$ cat config.mk
export PLATFORM = sky130hd
export DESIGN_NAME = ysyx22040413_core_fsm
export DESIGN_NICKNAME = d
export VERILOG_FILES = /design/src/rtl/ysyx22040413_core_fsm.sv
export SDC_FILE = /design/constraint.sdc
export NUM_CORES = 1
export LEC_CHECK = 0
export BUFFER_PORTS_ARGS = -buffer_cell sky130_fd_sc_hd__buf_4
export CORE_AREA = 8 8 270 272
export CTS_BUF_LIST = sky130_fd_sc_hd__clkbuf_4
export DETAILED_ROUTE_END_ITERATION = 10
export DIE_AREA = 0 0 278 280
export SYNTH_ARGS = -nofsm -noshare
export SYNTH_HDL_FRONTEND = slang
export SYNTH_SLANG_ARGS = --single-unit
$ cat constraint.sdc
create_clock -name i_clk -period 6.51 [get_ports i_clk]
set_input_delay 0 -clock i_clk [delete_from_list [all_inputs] [get_ports i_clk]]
set_output_delay 0 -clock i_clk [all_outputs]
set_load 0.01 [all_outputs]
$ cat src/rtl/ysyx22040413_core_fsm.sv
// Multi-cycle RV64 sequencer: owns PC/IR, fetch and data-memory handshakes, writeback gating,
// ack timeouts, misaligned-target trap and ebreak halt.
module ysyx22040413_core_fsm #(
  parameter logic [63:0] PC_RESET = 64'h8000_0000,
  parameter logic [7:0]  TIMEOUT  = 8'd255
) (
  input  logic        i_clk,
  input  logic        i_rst,
  output logic        o_if_req,
  output logic [63:0] o_if_addr,
  input  logic        i_if_ack,
  input  logic [31:0] i_if_rdata,
  output logic [63:0] o_pc,
  output logic [31:0] o_inst,
  input  logic        i_dec_rdwen,
  input  logic        i_dec_pc_update,
  input  logic        i_dec_jalr,
  input  logic        i_dec_store,
  input  logic        i_dec_halt,
  input  logic [63:0] i_alu_result,
  input  logic [63:0] i_pc_op1,
  input  logic [63:0] i_pc_op2,
  input  logic [63:0] i_store_data,
  output logic        o_mem_req,
  output logic        o_mem_we,
  output logic [63:0] o_mem_addr,
  output logic [63:0] o_mem_wdata,
  input  logic        i_mem_ack,
  output logic        o_rf_wen,
  output logic [63:0] o_rf_wdata,
  output logic [63:0] o_retired,
  output logic        o_halted,
  output logic        o_err
);

  typedef enum logic [2:0] {
    S_FETCH, S_DECODE, S_EXEC, S_MEM, S_WB, S_HALT, S_ERR
  } state_t;

  state_t      r_state;
  state_t      w_next_state;
  logic [63:0] r_pc;
  logic [31:0] r_inst;
  logic [63:0] r_wb_data;
  logic [63:0] r_target;
  logic [63:0] r_store_data;
  logic [63:0] r_retired;
  logic        r_rdwen;
  logic        r_pc_update;
  logic [7:0]  r_wait;

  logic [63:0] w_jump_sum;
  logic [63:0] w_next_pc;
  logic        w_pc_ok;
  logic        w_timeout;
  logic        w_waiting;

  assign w_jump_sum = i_pc_op1 + i_pc_op2;
  assign w_next_pc  = r_pc_update ? r_target : r_pc + 64'd4;
  assign w_pc_ok    = (w_next_pc[1:0] == 2'b00);
  assign w_timeout  = (r_wait == TIMEOUT);
  // Counter runs only while a request is outstanding, so it is already zero on entry to FETCH/MEM.
  assign w_waiting  = ((r_state == S_FETCH) && !i_if_ack) ||
                      ((r_state == S_MEM)   && !i_mem_ack);

  always_comb begin
    w_next_state = r_state;
    case (r_state)
      S_FETCH: begin
        if (i_if_ack)       w_next_state = S_DECODE;
        else if (w_timeout) w_next_state = S_ERR;
      end
      S_DECODE: w_next_state = S_EXEC;
      S_EXEC: begin
        if (i_dec_halt)       w_next_state = S_HALT;
        else if (i_dec_store) w_next_state = S_MEM;
        else                  w_next_state = S_WB;
      end
      S_MEM: begin
        if (i_mem_ack)      w_next_state = S_WB;
        else if (w_timeout) w_next_state = S_ERR;
      end
      S_WB:     w_next_state = w_pc_ok ? S_FETCH : S_ERR;
      S_HALT:   w_next_state = S_HALT;
      S_ERR:    w_next_state = S_ERR;
      default:  w_next_state = S_ERR;
    endcase
  end

  always_ff @(posedge i_clk) begin
    if (i_rst) begin
      r_state      <= S_FETCH;
      r_pc         <= PC_RESET;
      r_inst       <= 32'h0000_0013;
      r_wb_data    <= '0;
      r_target     <= '0;
      r_store_data <= '0;
      r_retired    <= '0;
      r_rdwen      <= 1'b0;
      r_pc_update  <= 1'b0;
      r_wait       <= '0;
    end else begin
      r_state <= w_next_state;
      r_wait  <= w_waiting ? r_wait + 8'd1 : 8'd0;
      if ((r_state == S_FETCH) && i_if_ack) begin
        r_inst <= i_if_rdata;
      end
      if (r_state == S_EXEC) begin
        r_wb_data    <= i_alu_result;
        r_target     <= {w_jump_sum[63:1], w_jump_sum[0] & ~i_dec_jalr};
        r_store_data <= i_store_data;
        r_rdwen      <= i_dec_rdwen;
        r_pc_update  <= i_dec_pc_update;
      end
      if ((r_state == S_WB) && w_pc_ok) begin
        r_pc      <= w_next_pc;
        r_retired <= r_retired + 64'd1;
      end
    end
  end

  // Fetch and writeback are masked while reset is held so nothing escapes before the core restarts.
  assign o_if_req    = (r_state == S_FETCH) && !i_rst;
  assign o_if_addr   = r_pc;
  assign o_pc        = r_pc;
  assign o_inst      = r_inst;
  assign o_mem_req   = (r_state == S_MEM);
  assign o_mem_we    = (r_state == S_MEM);
  assign o_mem_addr  = r_wb_data;
  assign o_mem_wdata = r_store_data;
  assign o_rf_wen    = (r_state == S_WB) && r_rdwen && w_pc_ok && !i_rst;
  assign o_rf_wdata  = r_wb_data;
  assign o_retired   = r_retired;
  assign o_halted    = (r_state == S_HALT);
  assign o_err       = (r_state == S_ERR);

endmodule

==> metrics <==
number of buffers added on ports=718; first-pass GRT wire length=138 mm; DR vias/cell=4.97; Clock Pin Slew Worst Setup and Hold Paths=0.06 ns; fmax=214 MHz; Synth Net Count=2899; Ys Warns=0; Starting Density=0.281; GRT overflow=0; hold_ws=0.170 ns; Synth Register Bits=365; critical path launch point type=primary input; vias in the first global route=23900; Root Driver=clkbuf_4; sequential fraction of the synthesis area=0.377; CTS tree=done; Post-CTS Resized=0; Routed Antenna Nets=0; most used cell, CP=dlygate4sd3_1; Avg Cell Area, Syn=7.64 sq um; drt initial violations=1663; CP Capture Type=register; relative slew slack=0.364; total number of vias=23600; largest net degree at the start of global routing=135; total track usage=0.222; Max-cap violations=0; initial antenna violation count=9; clk sink count=365; Leakage=14.0 nW; 1st-pass router iterations=5; Area Overhead vs Synth=67.9%; Post-Syn Area=19400 sq um; Worst Hold Class=primary input to register; Tmin final=4.67 ns; placed cell area=24500 sq um; clk_skew=0.104 ns; CP Class=primary input to register; Worst Path Max Fanout=4; Die X=278 microns; Final GP Congestion=0.887; Wirelength per Cell=19.5 microns; DIE AREA=77800 sq um; Commonest cells post-synth=nand2_1 (535), dfxtp_1 (365), a21oi_1 (329), nor2_1 (245), buf_4 (129); number of synthesized flops with an enable pin=0; # setup viols final=0; Final Hold Viols=0; cell area after layout=32500 sq um; post-synth top area share=0.377; number of remaining DRC errors=0; worst path cell trace=dlygate4sd3_1 > buf_4 > ha_1 > dlygate4sd3_1 > o21ai_0 > o21ai_1 > a21oi_1 > o41ai_2 > a31oi_1 > a31oi_1 > a31oi_1 > o21ai_1 > xnor2_1 > dlygate4sd3_1 > a211oi_1 > dlygate4sd3_1; hpwl dp=62.0 mm; CP required=7.28 ns; pwr dens=215 nW/um^2; slowest stage delay, CP=0.64 ns; slowest cell on the critical path=o41ai_2; Worst R2R Path Depth=11; TritonCTS Buffers=104; PnR Total Power=6.98 mW; Core Box Area=68900 sq um; Die Y=280 microns; Bufs on Longest Clock Path=3; status=finished, final reports clean; measured slew at the worst slew-check pin=0.955 ns; Fillers=6445; row count=97; Synth cell types=79; Final Cycle Share=0.718; Yosys top cell by area=dfxtp_1; Worst VDD drop=158 uV; nets@finish=4130; Fin Setup TNS=0 ns; most common cell in the netlist=nand2_1; Clk Latency, worst-skew pair=0.86 ns; # IOs=719; Most used DFF post-synth=dfxtp_1; Slew Limit Fails=0; H-Tree Level Count=3; Post-synth ARST share=0; Post-Route WL=92.5 mm; Cells after Synth=2535; worst hold stages=8; synth top area cells=dfxtp_1 (38%), nand2_1 (10%), a21oi_1 (8.5%); RSZ-0062 raised after global routing=no; crit path DAT=5.45 ns; share of post-route cells with drive strength above 1=0.244
-- critical path: cells and delay by family --
| kind | cells | cell delay, ns |
|---|---|---|
| AOI/OAI and AO/OA | 9 | 2.65 |
| buffers and inverters | 5 | 2.43 |
| adders and majority gates | 1 | 0.27 |
| xor gates and xnor gates | 1 | 0.09 |
-- cell type report --
| cell class | count | area, sq um | share of cell area |
|---|---|---|---|
| inverters | 35 | 131 | 0.00404 |
| repair buffers | 1397 | 12200 | 0.375 |
| diodes | 12 | 30.0 | 0.000924 |
| multi-input cells | 1863 | 10400 | 0.321 |
| clock buffers | 159 | 1190 | 0.0367 |
| well taps | 891 | 1110 | 0.0343 |
| flip-flops and latches | 365 | 7310 | 0.225 |
| clock inverters | 24 | 121 | 0.00373 |
-- registers in the layout, indices dropped and copies added, names as in the netlist --
signal       cells
r_target        64
o_inst          32
o_if_addr       64
o_mem_addr      64
r_rdwen          1
o_mem_wdata     64
o_retired       64
r_pc_update      1
r_wait           8
r_state          3
-- what timing repair did --
action / 4_1_cts / 5_1_grt
endpoints found under the setup margin: 0 / 0
hold endpoints to repair: 271 / 0
setup buffers: 0 / 0
hold buffers: 664 / 0
-- per-layer routing --
| metal | routed length (microns) | global-route usage |
|---|---|---|
| met5 | 0 | 0 |
| met4 | 5350 | 0.120 |
| met3 | 8160 | 0.0733 |
| met2 | 42500 | 0.359 |
| met1 | 36500 | 0.261 |
-- worst paths after layout --
kind | startpoint | to | slack [ns]
setup reg to reg | o_if_addr[2]$_SDFFE_PP0P_ | o_if_addr[56]$_SDFFE_PP0P_ | 3.19
hold reg to reg | r_target[0]$_SDFFE_PP0P_ | r_target[0]$_SDFFE_PP0P_ | 0.45
setup / recovery | i_pc_op2[2] | r_target[63]$_SDFFE_PP0P_ | 1.84
hold / removal | i_pc_op1[29] | r_target[31]$_SDFFE_PP0P_ | 0.17
-- per-stage QoR --
stage / util / setup WS, ns / std cells
6_report: 0.472 / 1.84 / 4746
5_1_grt: 0.471 / 1.80 / 4743
2_1_floorplan: - / 3.72 / 2535
3_3_place_gp: 0.356 / 3.07 / 3887
3_5_place_dp: 0.356 / 3.05 / 3887
4_1_cts: 0.471 / 2.09 / 4734
-- layout by cell type, fill, tap and decap left out, types with 33 or more instances in the layout --
cell | netlist | final
buf_4 | 129 | 730
dlygate4sd3_1 | 0 | 664
nand2_1 | 535 | 533
dfxtp_1 | 365 | 364
a21oi_1 | 329 | 329
nor2_1 | 245 | 245
clkbuf_4 | 0 | 159
o21ai_0 | 68 | 68
ha_1 | 66 | 66
nand3_1 | 65 | 65
xor2_1 | 65 | 65
xnor2_1 | 52 | 52
nor3_1 | 36 | 36
inv_1 | 34 | 34
and3_1 | 33 | 33
-- power breakdown --
group	switching [mW]	internal, mW	leakage (nW)	total [mW]
Clock	1.07	1.11	0.794	2.18
Combinational	1.07	1.11	10.2	2.18
Sequential	0.201	2.42	2.96	2.62
-- kinds of logic (layout without fill, tap and decap cells) --
| group | count (synthesis) | in the layout | synth area share |
|---|---|---|---|
| AND/OR/NAND/NOR | 1055 | 1055 | 0.243 |
| flip-flops | 365 | 365 | 0.377 |
| multiplexers | 8 | 8 | 0.00426 |
| adder cells (fa/ha/maj) | 67 | 67 | 0.0437 |
| other | 0 | 12 | 0 |
| AO/OA/AOI/OAI | 616 | 616 | 0.193 |
| buffers and inverters | 307 | 1615 | 0.0852 |
| XOR/XNOR | 117 | 117 | 0.0529 |
No activity file was read; power rests on OpenSTA's default activity.
